**config.mk**
```make
export PLATFORM = sky130hd
export DESIGN_NAME = adder_operand_loader
export DESIGN_NICKNAME = d
export VERILOG_FILES = /design/src/rtl/adder_operand_loader.sv
export SDC_FILE = /design/constraint.sdc
export NUM_CORES = 1
export LEC_CHECK = 0
export CORE_MARGIN = 5
export CORE_UTILIZATION = 35
export CTS_CLUSTER_SIZE = 12
export DETAILED_ROUTE_END_ITERATION = 12
export HOLD_SLACK_MARGIN = 0.06
export PLACE_DENSITY = 0.59
export SLEW_MARGIN = 30
export SYNTH_ARGS = -nofsm -noshare
export SYNTH_HDL_FRONTEND = slang
export SYNTH_SLANG_ARGS = --single-unit
```
**constraint.sdc**
```tcl
create_clock -name clk -period 55.7 [get_ports clk]
set_input_delay 5.57 -clock clk [delete_from_list [all_inputs] [get_ports clk]]
set_output_delay 5.57 -clock clk [all_outputs]
set_load 0.01 [all_outputs]
```
**src/rtl/adder_operand_loader.sv**
```systemverilog
// Chunked operand loader for the wide pipelined adder: assembles A then B
// from narrow beats and presents both full-width operands in one cycle.
module adder_operand_loader #(
    parameter int ADDER_WIDTH = 143,
    parameter int CHUNK_WIDTH = 16,
    parameter int COUNT_WIDTH = 16
) (
    input  logic                   clk,
    input  logic                   reset,
    input  logic [CHUNK_WIDTH-1:0] in_data,
    input  logic                   in_valid,
    output logic                   in_ready,
    input  logic                   flush,
    output logic [ADDER_WIDTH-1:0] a_out,
    output logic [ADDER_WIDTH-1:0] b_out,
    output logic                   out_valid,
    output logic [COUNT_WIDTH-1:0] pair_count
);

    localparam int NUM_CHUNKS = (ADDER_WIDTH + CHUNK_WIDTH - 1) / CHUNK_WIDTH;
    localparam int IDX_W      = (NUM_CHUNKS > 1) ? $clog2(NUM_CHUNKS) : 1;
    localparam logic [IDX_W-1:0] LAST_IDX = IDX_W'(NUM_CHUNKS - 1);

    typedef enum logic {
        LOAD_A,
        LOAD_B
    } state_e;

    state_e                 state_q, state_d;
    logic [IDX_W-1:0]       idx_q, idx_d;
    logic [ADDER_WIDTH-1:0] a_buf_q, a_buf_d;
    logic [ADDER_WIDTH-1:0] b_buf_q, b_buf_d;
    logic [ADDER_WIDTH-1:0] a_out_q, a_out_d;
    logic [ADDER_WIDTH-1:0] b_out_q, b_out_d;
    logic                   out_valid_q, out_valid_d;
    logic [COUNT_WIDTH-1:0] pair_count_q, pair_count_d;
    logic [ADDER_WIDTH-1:0] merged;
    logic                   accept;

    assign in_ready = ~reset;
    assign accept   = in_valid & in_ready & ~flush;

    // Bits of the final chunk above ADDER_WIDTH-1 simply have no destination.
    always_comb begin
        merged = (state_q == LOAD_A) ? a_buf_q : b_buf_q;
        for (int i = 0; i < ADDER_WIDTH; i++) begin
            if ((i / CHUNK_WIDTH) == int'(idx_q)) begin
                merged[i] = in_data[i % CHUNK_WIDTH];
            end
        end
    end

    always_comb begin
        state_d      = state_q;
        idx_d        = idx_q;
        a_buf_d      = a_buf_q;
        b_buf_d      = b_buf_q;
        a_out_d      = a_out_q;
        b_out_d      = b_out_q;
        out_valid_d  = 1'b0;
        pair_count_d = pair_count_q;
        if (flush) begin
            state_d = LOAD_A;
            idx_d   = '0;
        end else if (accept) begin
            unique case (state_q)
                LOAD_A: begin
                    a_buf_d = merged;
                    if (idx_q == LAST_IDX) begin
                        idx_d   = '0;
                        state_d = LOAD_B;
                    end else begin
                        idx_d = idx_q + IDX_W'(1);
                    end
                end
                LOAD_B: begin
                    b_buf_d = merged;
                    if (idx_q == LAST_IDX) begin
                        a_out_d      = a_buf_q;
                        b_out_d      = merged;
                        out_valid_d  = 1'b1;
                        pair_count_d = pair_count_q + COUNT_WIDTH'(1);
                        idx_d        = '0;
                        state_d      = LOAD_A;
                    end else begin
                        idx_d = idx_q + IDX_W'(1);
                    end
                end
                default: begin
                    state_d = LOAD_A;
                    idx_d   = '0;
                end
            endcase
        end
    end

    always_ff @(posedge clk or posedge reset) begin
        if (reset) begin
            state_q      <= LOAD_A;
            idx_q        <= '0;
            a_buf_q      <= '0;
            b_buf_q      <= '0;
            a_out_q      <= '0;
            b_out_q      <= '0;
            out_valid_q  <= 1'b0;
            pair_count_q <= '0;
        end else begin
            state_q      <= state_d;
            idx_q        <= idx_d;
            a_buf_q      <= a_buf_d;
            b_buf_q      <= b_buf_d;
            a_out_q      <= a_out_d;
            b_out_q      <= b_out_d;
            out_valid_q  <= out_valid_d;
            pair_count_q <= pair_count_d;
        end
    end

    assign a_out      = a_out_q;
    assign b_out      = b_out_q;
    assign out_valid  = out_valid_q;
    assign pair_count = pair_count_q;

endmodule

```
-- After elaboration in Yosys (flattened, before gate mapping)
Cells that the tools add are included.
- register bits: 594
- output and inout port bits: 304
- logic and storage cells: 184
- $add $sub $neg: 2
- eq/ne operators: 9
- mux-type cells: 155
- bitwise operators: 5
- reduce and logical (&&, ||, !) cells: 5
- operators by type and width (cell ; number):
    $mux 1 ; 150
    $mux 143 ; 1
    $eq 4x4->1 const A ; 5
    $add 16x1->16 const B ; 1
    $mux 4 ; 3
    $eq 3x4->1 const A ; 2
    $reduce_and 3->1 ; 2
    $add 4x1->4 const B ; 1
    $eq 2x4->1 const A ; 1
    $eq 4x4->1 const B ; 1
    $logic_not 4->1 ; 1
    $reduce_and 4->1 ; 1
    $not 1->1 ; 3
    $and 1x1->1 ; 2
    $pmux 1 s2 ; 1
    $reduce_bool 2->1 ; 1

-- Longest topological paths before layout
- word-level depth: 5
- mapped depth: 11

-- Least setup slack after synthesis
OpenSTA, ideal clock, no wires.
- path type: input-to-output
- start point: in reset
- end point: out in_ready
- data arrival time: 17.491 ns
- required time: 50.130 ns
- setup slack: 32.639 ns
- stages: 1
- cells stage by stage: inv_1
- longest elaborated chain between the ends: 1
- ends and longest elaborated chain (element ; line ; text):
    start, declared ; 9 ; input logic reset,
    $not 1->1 ; 40 ; assign in_ready = ~reset;
    end, declared ; 12 ; output logic in_ready,
No other way between the ends.

-- Worst setup path in the final report
Ends and elaborated chain as after synthesis.

==> impl_metrics.tcl <==
set metrics [dict create \
    drt_iter0_markers 1253 \
    setup_violations 0 \
    power_w 0.000912 \
    criticalPathCategory "input port to output pin" \
    seq_area_um2 14500 \
    drtAntennaViolNets 0 \
    die_area_um2 73200 \
    maxSlewHeadroom_pct 28.5 \
    outcome "completed" \
    leakage_nw 13.7 \
    worstHoldEndpoint "pair_count[15]$_DFFE_PP0P_" \
    ios 324 \
    first_pass_iters 5 \
    grt_pass1_vias 18400 \
    cts-resized-gates 0 \
    grt_overflow 0 \
    cts_inserted_buffers 61 \
    drive_gt1_share_pct 5.76 \
    port_buffers 323 \
    die_h_um 271 \
    yosysTopAreaCell "dfrtp_1" \
    yosysWarnings 0 \
    seq_area_frac_synth_pct 61.0 \
    drcViolationCount 0 \
    post_cts_buffers 0 \
    grtUsageTotal_pct 19.0 \
    syn_inst 2484 \
    avgSynthCellArea_um2 9.56 \
    min_period_ns 12.77 \
    yosys-top-cells-area "dfrtp_1 (61%), nand2_1 (15%), o21ai_0 (8.7%), mux2i_1 (5.4%), clkbuf_1 (1.5%)" \
    synth_area_um2 23800 \
    async_flop_share_pct 100 \
    worstHoldStart "pair_count[15]$_DFFE_PP0P_" \
    maxSlewViolCount 0 \
    core_um2 67300 \
    drv_cap 0 \
    layout.nets 2753 \
    rsz0062_at_grt "no" \
    vias_per_cell 4.97 \
    synth_edf_count 0 \
    area_delta_synth_final_pct 25.0 \
    final_area_um2 29700 \
    synth_top_cell_area_share_pct 61.0 \
    worst_pin_slew_ns 1.07 \
    grt_max_degree 225 \
    finalHoldViolations 0 \
    clk_latency_ns 0.62 \
    cts-root-buf "clkbuf_16" \
    synth_common_cells "nand2_1 (929), dfrtp_1 (579), o21ai_0 (413)" \
    ys_ff_latch 579 \
    gp_congestion 0.773 \
    grt_pass1_wl_um 110000 \
    antenna_found_initial 13 \
    die_x_um 271 \
    syn_nets 2509 \
    synthDistinctLibCells 37 \
    vias 18200 \
    min_path_type "flop to flop" \
    tns_ns 0 \
    fmax_mhz 78.3 \
    post_dp_cell_area_um2 27600 \
    rows 95 \
    arrival_ns 7.20 \
    r2r_end "b_out[139]$_DFFE_PP0P_" \
    timing.final.crit_share_pct 22.9 \
    hold_ws_ns 0.468 \
    hold_buffers 0 \
    clk_pin_slew_ns 0.06 \
    hold_path_depth 1 \
    drt-wirelength-per-cell_um 19.4 \
    diodes 0 \
    n_fill_cell 6340 \
    r2r_slack_ns 51.74 \
    cts_tree "yes" \
    vdd_ir_drop_max_uv 23.4 \
    cts_buffer_depth 3 \
    r2r_cells 7 \
    fin_skew_ns 0.0264 \
    cts.sinks 579 \
    multiInputGateArea_um2 8370 \
    fin_util_pct 44.1 \
    cp.required_ns 50.13 \
    p_per_area_nw_per_um2 30.7 \
    r2r-start "state_q$_DFFE_PP0P_" \
    drt-total-wl_um 70700 \
    critical_path.max_fanout 54 \
    cp-end-kind "output pin" \
    start_util_pct 35.3 \
    htree_num_levels 2 \
    start_kind "input port" \
    dp_hpwl_um 42700 \
    synthFlopType "dfrtp_1" \
    post-synth-top-count-cell "nand2_1" \
]
cell usage in the layout, fill, tap and decap left out, types with 7 or more instances in the layout:
cell type and instances:
a21oi_1 69, buf_4 27, buf_6 7, bufinv_16 7, clkbuf_1 23, clkbuf_16 63, clkbuf_8 11, clkdlybuf4s50_1 320
dfrtp_1 578, mux2_4 10, mux2i_1 129, nand2_1 929, nand3_1 9, nor2_1 67, o21ai_0 413, o21ai_1 37
xnor2_1 13
per-stage QoR:
| stage | instances | setup WS [ns] |
|---|---|---|
| after floorplan | 2484 | 32.64 |
| after global placement | 3534 | 42.94 |
| after detailed placement | 3537 | 42.90 |
| after CTS | 3648 | 42.89 |
| after global routing | 3649 | 42.82 |
| final | 3649 | 42.93 |
registers in the layout, summed over array words and instances (netlist names):
register / count
state_q: 1
b_buf_q: 128
idx_q: 4
b_out: 143
out_valid: 1
pair_count: 16
a_buf_q: 143
a_out: 143
critical path, stage by stage:
cell	delay, ns
clkdlybuf4s50_1	0.54
inv_8	0.39
clkdlybuf4s50_1	0.64
worst max path at each step:
stage | cells after the start | to | from | slack, ns
floorplan | 1 | in_ready | reset | 32.64
global placement | 3 | in_ready | reset | 42.94
finish | 3 | in_ready | reset | 42.93
CTS | 3 | in_ready | reset | 42.89
detailed placement | 3 | in_ready | reset | 42.90
global route | 3 | in_ready | reset | 42.82
where the power goes:
| group | internal, W | switching (W) | leakage, nW |
|---|---|---|---|
| Sequential | 0.000432 | 0.00000841 | 8.04 |
| Clock | 0.000254 | 0.000169 | 1.01 |
| Combinational | 0.0000150 | 0.0000337 | 4.68 |
final cells by class:
type	count	area share [%]
Clock buffer	97	6.11
Clock inverter	14	0.847
Inverter	5	0.105
Multi-Input combinational cell	1718	28.2
Sequential cell	579	48.8
Tap cell	873	3.68
Timing Repair Buffer	363	12.2
cell families after synthesis:
logic type	count (synthesis)	share of synthesized area, %
and+or+nand+nor	1035	17.0
DFF	579	61.0
adders and majority gates	5	0.263
xor gates and xnor gates	15	0.553
muxes	144	6.30
AOI/OAI and AO/OA	519	10.9
buffers and inverters	187	3.99
per-layer routing:
metal  global-route usage (%)  vias up  share of wire, %
li1                         -     8618                 -
met1                     25.6     8954                44
met2                     30.5      477                46
met3                     5.29      101               7.8
met4                     5.04        2               2.5
met5                        0        -             0.013
(Power assumes the default switching activity.)
